## config.mk

```make
export PLATFORM = sky130hd
export DESIGN_NAME = dmem_bus_demux4
export DESIGN_NICKNAME = d
export VERILOG_FILES = /design/src/rtl/dmem_bus_demux4.sv
export SDC_FILE = /design/constraint.sdc
export NUM_CORES = 1
export LEC_CHECK = 0
export CAP_MARGIN = 25
export CORE_AREA = 2 2 121 123
export DETAILED_ROUTE_END_ITERATION = 8
export DIE_AREA = 0 0 123 125
export PLACE_DENSITY = 0.84
export SLEW_MARGIN = 30
export SYNTH_ARGS = -nofsm -noshare
export SYNTH_HDL_FRONTEND = slang
export SYNTH_SLANG_ARGS = --single-unit
```

## constraint.sdc

```tcl
create_clock -name clk -period 2.4 [get_ports clk]
set_clock_uncertainty 0.1 [all_clocks]
set_input_delay 0.48 -clock clk [delete_from_list [all_inputs] [get_ports clk]]
set_output_delay 0.48 -clock clk [all_outputs]
set_load 0.01 [all_outputs]
```

## src/rtl/dmem_bus_demux4.sv

```systemverilog
// Data-memory bus dispatcher: one core request fanned out to RAM/ROM/MMIO/scratch,
// with per-transaction ack wait, read-data steering and a timeout error response.
//
// state | meaning
// IDLE  | m_ready high, waiting for m_req
// BUSY  | one-hot s_req held, waiting for the selected target's ack or timeout
// RESP  | one-cycle m_rvalid strobe, then back to IDLE
module dmem_bus_demux4 #(
  parameter int          TIMEOUT  = 255,
  parameter logic [31:0] ERR_DATA = 32'hDEADBEEF
) (
  input  logic        clk,
  input  logic        rst_n,
  input  logic        m_req,
  input  logic        m_we,
  input  logic [1:0]  m_sel,
  input  logic [31:0] m_addr,
  input  logic [31:0] m_wdata,
  output logic        m_ready,
  output logic        m_rvalid,
  output logic [31:0] m_rdata,
  output logic        m_err,
  output logic [3:0]  s_req,
  output logic        s_we,
  output logic [31:0] s_addr,
  output logic [31:0] s_wdata,
  input  logic [3:0]  s_ack,
  input  logic [31:0] s_rdata0,
  input  logic [31:0] s_rdata1,
  input  logic [31:0] s_rdata2,
  input  logic [31:0] s_rdata3
);

  localparam logic [1:0] S_IDLE = 2'd0;
  localparam logic [1:0] S_BUSY = 2'd1;
  localparam logic [1:0] S_RESP = 2'd2;

  // A zero TIMEOUT still needs a 1-bit counter so the declaration stays legal.
  localparam int            CW       = (TIMEOUT > 0) ? $clog2(TIMEOUT + 1) : 1;
  localparam logic [CW-1:0] CNT_LAST = CW'((TIMEOUT > 0) ? TIMEOUT - 1 : 0);

  logic [1:0]    state;
  logic [1:0]    sel_q;
  logic [CW-1:0] cnt;
  logic          ack_hit;
  logic          timeout_hit;
  logic [31:0]   sel_rdata;

  always_comb begin
    sel_rdata = s_rdata0;
    case (sel_q)
      2'd0:    sel_rdata = s_rdata0;
      2'd1:    sel_rdata = s_rdata1;
      2'd2:    sel_rdata = s_rdata2;
      default: sel_rdata = s_rdata3;
    endcase
  end

  assign ack_hit     = s_ack[sel_q];
  assign timeout_hit = (TIMEOUT != 0) && (cnt == CNT_LAST);
  assign m_ready     = (state == S_IDLE);
  assign m_rvalid    = (state == S_RESP);

  always_ff @(posedge clk or negedge rst_n) begin
    if (!rst_n) begin
      state   <= S_IDLE;
      sel_q   <= 2'd0;
      cnt     <= '0;
      s_req   <= 4'd0;
      s_we    <= 1'b0;
      s_addr  <= 32'd0;
      s_wdata <= 32'd0;
      m_rdata <= 32'd0;
      m_err   <= 1'b0;
    end else begin
      case (state)
        S_IDLE: begin
          if (m_req) begin
            sel_q   <= m_sel;
            s_we    <= m_we;
            s_addr  <= m_addr;
            s_wdata <= m_wdata;
            s_req   <= 4'b0001 << m_sel;
            cnt     <= '0;
            state   <= S_BUSY;
          end
        end
        S_BUSY: begin
          // Ack takes priority over a timeout landing in the same cycle.
          if (ack_hit) begin
            m_rdata <= s_we ? 32'd0 : sel_rdata;
            m_err   <= 1'b0;
            s_req   <= 4'd0;
            state   <= S_RESP;
          end else if (timeout_hit) begin
            m_rdata <= ERR_DATA;
            m_err   <= 1'b1;
            s_req   <= 4'd0;
            state   <= S_RESP;
          end else if (cnt != '1) begin
            cnt <= cnt + CW'(1);
          end
        end
        S_RESP:  state <= S_IDLE;
        default: state <= S_IDLE;
      endcase
    end
  end

endmodule

```

==> results.json <==
{
  "hold_depth": 2,
  "timing.rr.start": "sel_q[0]",
  "clock.fmax_ghz": 0.442,
  "whs_ns": 0.370,
  "overflow": 0,
  "seqCellArea_um2": 2850,
  "wl_met3_um": 1510,
  "first_pass_iters": 4,
  "mostFrequentLayoutCells": "clkdlybuf4s50_1 (304), nand2_1 (208), dfrtp_1 (113)",
  "p_leak_uw": 0.00409,
  "min_from": "s_wdata[14]",
  "cts-root-buf": "clkbuf_16",
  "top_layer": "met4",
  "critPathLaunchType": "flop",
  "clock-sinks": 114,
  "internal_power_uw": 7480,
  "crit_required_ns": 1.82,
  "stdcell_count": 1002,
  "post_cts_buffers": 0,
  "p_switching_uw": 3830,
  "path_clk_slew_ns": 0.05,
  "yosysSeqAreaShare_pct": 53.1,
  "ios": 306,
  "hpwlAfterDp_um": 13000,
  "p_per_area_nw_per_um2": 1220,
  "multiInputGateArea_um2": 2350,
  "antenna_cells": 0,
  "setup_viol": 0,
  "h-tree-depth": 4,
  "dp.cells": 969,
  "nFillCells": 1114,
  "crit_type": "flop to output port",
  "mostFrequentLayoutCell": "clkdlybuf4s50_1",
  "start_util_pct": 37.8,
  "period_share_pct": 94.3,
  "slew_headroom_pct": 63.5,
  "die_h_um": 125,
  "maxSlewViolCount": 0,
  "arrival_ns": 1.68,
  "hp-class": "flop to flop",
  "ys_warn_count": 0,
  "gp_congestion": 0.820,
  "cpMaxStageDelayCell": "clkdlybuf4s50_1",
  "rsz0062_at_grt": "no",
  "post-route-drc-count": 0,
  "clk_path_buf_depth": 2,
  "pwr-share-clk_pct": 20.9,
  "die_area_um2": 15400,
  "viasPerCell": 4.93,
  "drt-initial-drc-count": 232,
  "dr_wl_met2_um": 8330,
  "track_usage_pct": 23.3,
  "tns_ns": 0,
  "nets": 1009,
  "tritoncts": "built",
  "syn-cell-area_um2": 5370,
  "synthesis.nets": 702,
  "grt_antenna_before_repair": 0,
  "r2r_cells": 4,
  "synthCells": 498,
  "synthDistinctLibCells": 37,
  "post-route-min-period_ns": 2.26,
  "ir_drop_mv": 0.856,
  "wl_um": 17200,
  "port_buffers": 305,
  "ys_ff_latch": 114,
  "r2r-end": "m_rdata[1]",
  "die_w_um": 123,
  "grt_start_max_net_pins": 65,
  "clk-insertion-delay-late_ns": 0.41,
  "p_comb_share_pct": 48.7,
  "hold_path_end": "s_wdata[14]",
  "drv_cap": 0,
  "wl_met1_um": 6870,
  "swShare_pct": 33.9,
  "pwr-share-seq_pct": 30.3,
  "grt_pass1_wl_um": 27200,
  "critical_path.top_delay_family": "buffers and inverters",
  "wl_per_cell_um": 17.2,
  "num_vias": 4935,
  "critPathMaxStageDelay_ns": 0.59,
  "numCtsBuffers": 17,
  "cts_hold_buf": 1,
  "r2r_slack_ns": 0.23,
  "core-area_um2": 14200,
  "outcome": "completed",
  "cp_cell_sequence": "nor2_1 > clkdlybuf4s50_1",
  "syn_to_final_growth_pct": 72.0,
  "grt_pass1_vias": 5269,
  "syn_area_per_cell_um2": 10.8,
  "cp_num_buf_inv": 1,
  "cp-end-kind": "output port",
  "worst_pin_slew_ns": 0.547,
  "post_cts_resized": 0,
  "drive_gt1_share_pct": 10.3,
  "critical_path.max_fanout": 7,
  "hold_violations": 0,
  "rows": 44,
  "antenna_left": 0
}
cell usage after synthesis:
master       n  area share, %
mux4_2      33             14
buf_4        1           0.14
nand3_1      4           0.37
o21ai_0      2           0.19
nor3_1       2           0.19
a32o_1       2           0.37
o21a_1       1           0.14
and2_1       2           0.23
and3_1       3           0.35
nor2b_1     27            3.1
o22ai_1      2           0.23
and4b_1      1           0.19
nand3b_1     1           0.14
inv_2        1          0.070
dfrtp_1    114             53
o21bai_1     1           0.14
nand4_1      4           0.47
buf_1        3           0.21
o2111ai_1    1           0.16
a211o_1      2           0.33
clkbuf_1    14           0.98
inv_1        3           0.21
or3b_2       1           0.16
a22o_1       8            1.3
mux2_2       2           0.42
mux2i_1      5           0.93
nor2_1       2           0.14
ha_1         2           0.47
and4_1       2           0.33
o21ai_2      1           0.16
a21oi_1      2           0.19
a21bo_2      1           0.19
nand2_1    209             15
o22ai_2      1           0.23
buf_2       10           0.93
buf_6        3           0.63
o22a_1      25            4.1
kinds of logic (layout without fill, tap and decap cells):
| logic type | Yosys count | count (layout) | share of synthesized area, % |
|---|---|---|---|
| and+or+nand+nor | 258 | 258 | 20.3 |
| DFF | 114 | 114 | 53.1 |
| muxes | 40 | 40 | 15.2 |
| buffers and inverters | 35 | 355 | 3.17 |
| adders and majority gates | 2 | 2 | 0.466 |
| AOI/OAI and AO/OA | 49 | 49 | 7.71 |
area by class of cell:
class / instances / share of cell area [%]
Timing Repair Buffer: 319 / 34.9
Sequential cell: 114 / 30.9
Multi-Input combinational cell: 349 / 25.5
Clock buffer: 27 / 5.56
Tap cell: 184 / 2.49
Clock inverter: 5 / 0.542
Inverter: 4 / 0.163
how the worst max path moves through the flow:
stage,from,end,slack (ns),cells after the start
2_1_floorplan,sel_q[0],m_rdata[0],0.61,5
3_3_place_gp,s_ack[3],m_rdata[28],0.07,5
3_5_place_dp,s_ack[3],m_rdata[25],0.03,5
4_1_cts,state[0],m_ready,0.11,2
5_1_grt,state[0],m_ready,0.05,2
6_report,state[0],m_ready,0.14,2
power by group through the flow:
| stage | Clock (uW) | Combinational (uW) | Sequential [uW] |
|---|---|---|---|
| floorplan | 0 | 2450 | 3710 |
| global placement | 0 | 5420 | 3420 |
| detailed placement | 0 | 5540 | 3440 |
| CTS | 2420 | 5570 | 3430 |
| global route | 2530 | 5980 | 3560 |
| finish | 2370 | 5500 | 3430 |
through the flow:
stage | worst slack [ns] | area [um^2] | power, uW | utilization [%]
CTS | 0.108 | 9230 | 11400 | 65.0
floorplan | 0.611 | 5370 | 6160 | -
detailed placement | 0.0321 | 8660 | 8980 | 61.0
finish | 0.137 | 9230 | 11300 | 65.0
global route | 0.0525 | 9230 | 12100 | 65.0
global placement | 0.0718 | 8660 | 8840 | 61.0
sequential cells by signal, indices dropped and copies added, names as in the netlist:
signal and count:
s_req 4, m_rdata 32, s_addr 32, sel_q 2, state 2, cnt 8
m_err 1, s_wdata 32, s_we 1
per-layer routing:
layer	track usage [%]	vias up
met1	27.5	2380
met4	9.49	0
met5	0	-
met3	8.85	34
li1	-	2323
met2	38.0	198
tightest hold or removal path: cells and delay by family, from the launching register on:
family           cells  cell delay, ns
flip-flops           1            0.34
AND/OR/NAND/NOR      2            0.10
No activity file was read; power rests on OpenSTA's default activity.
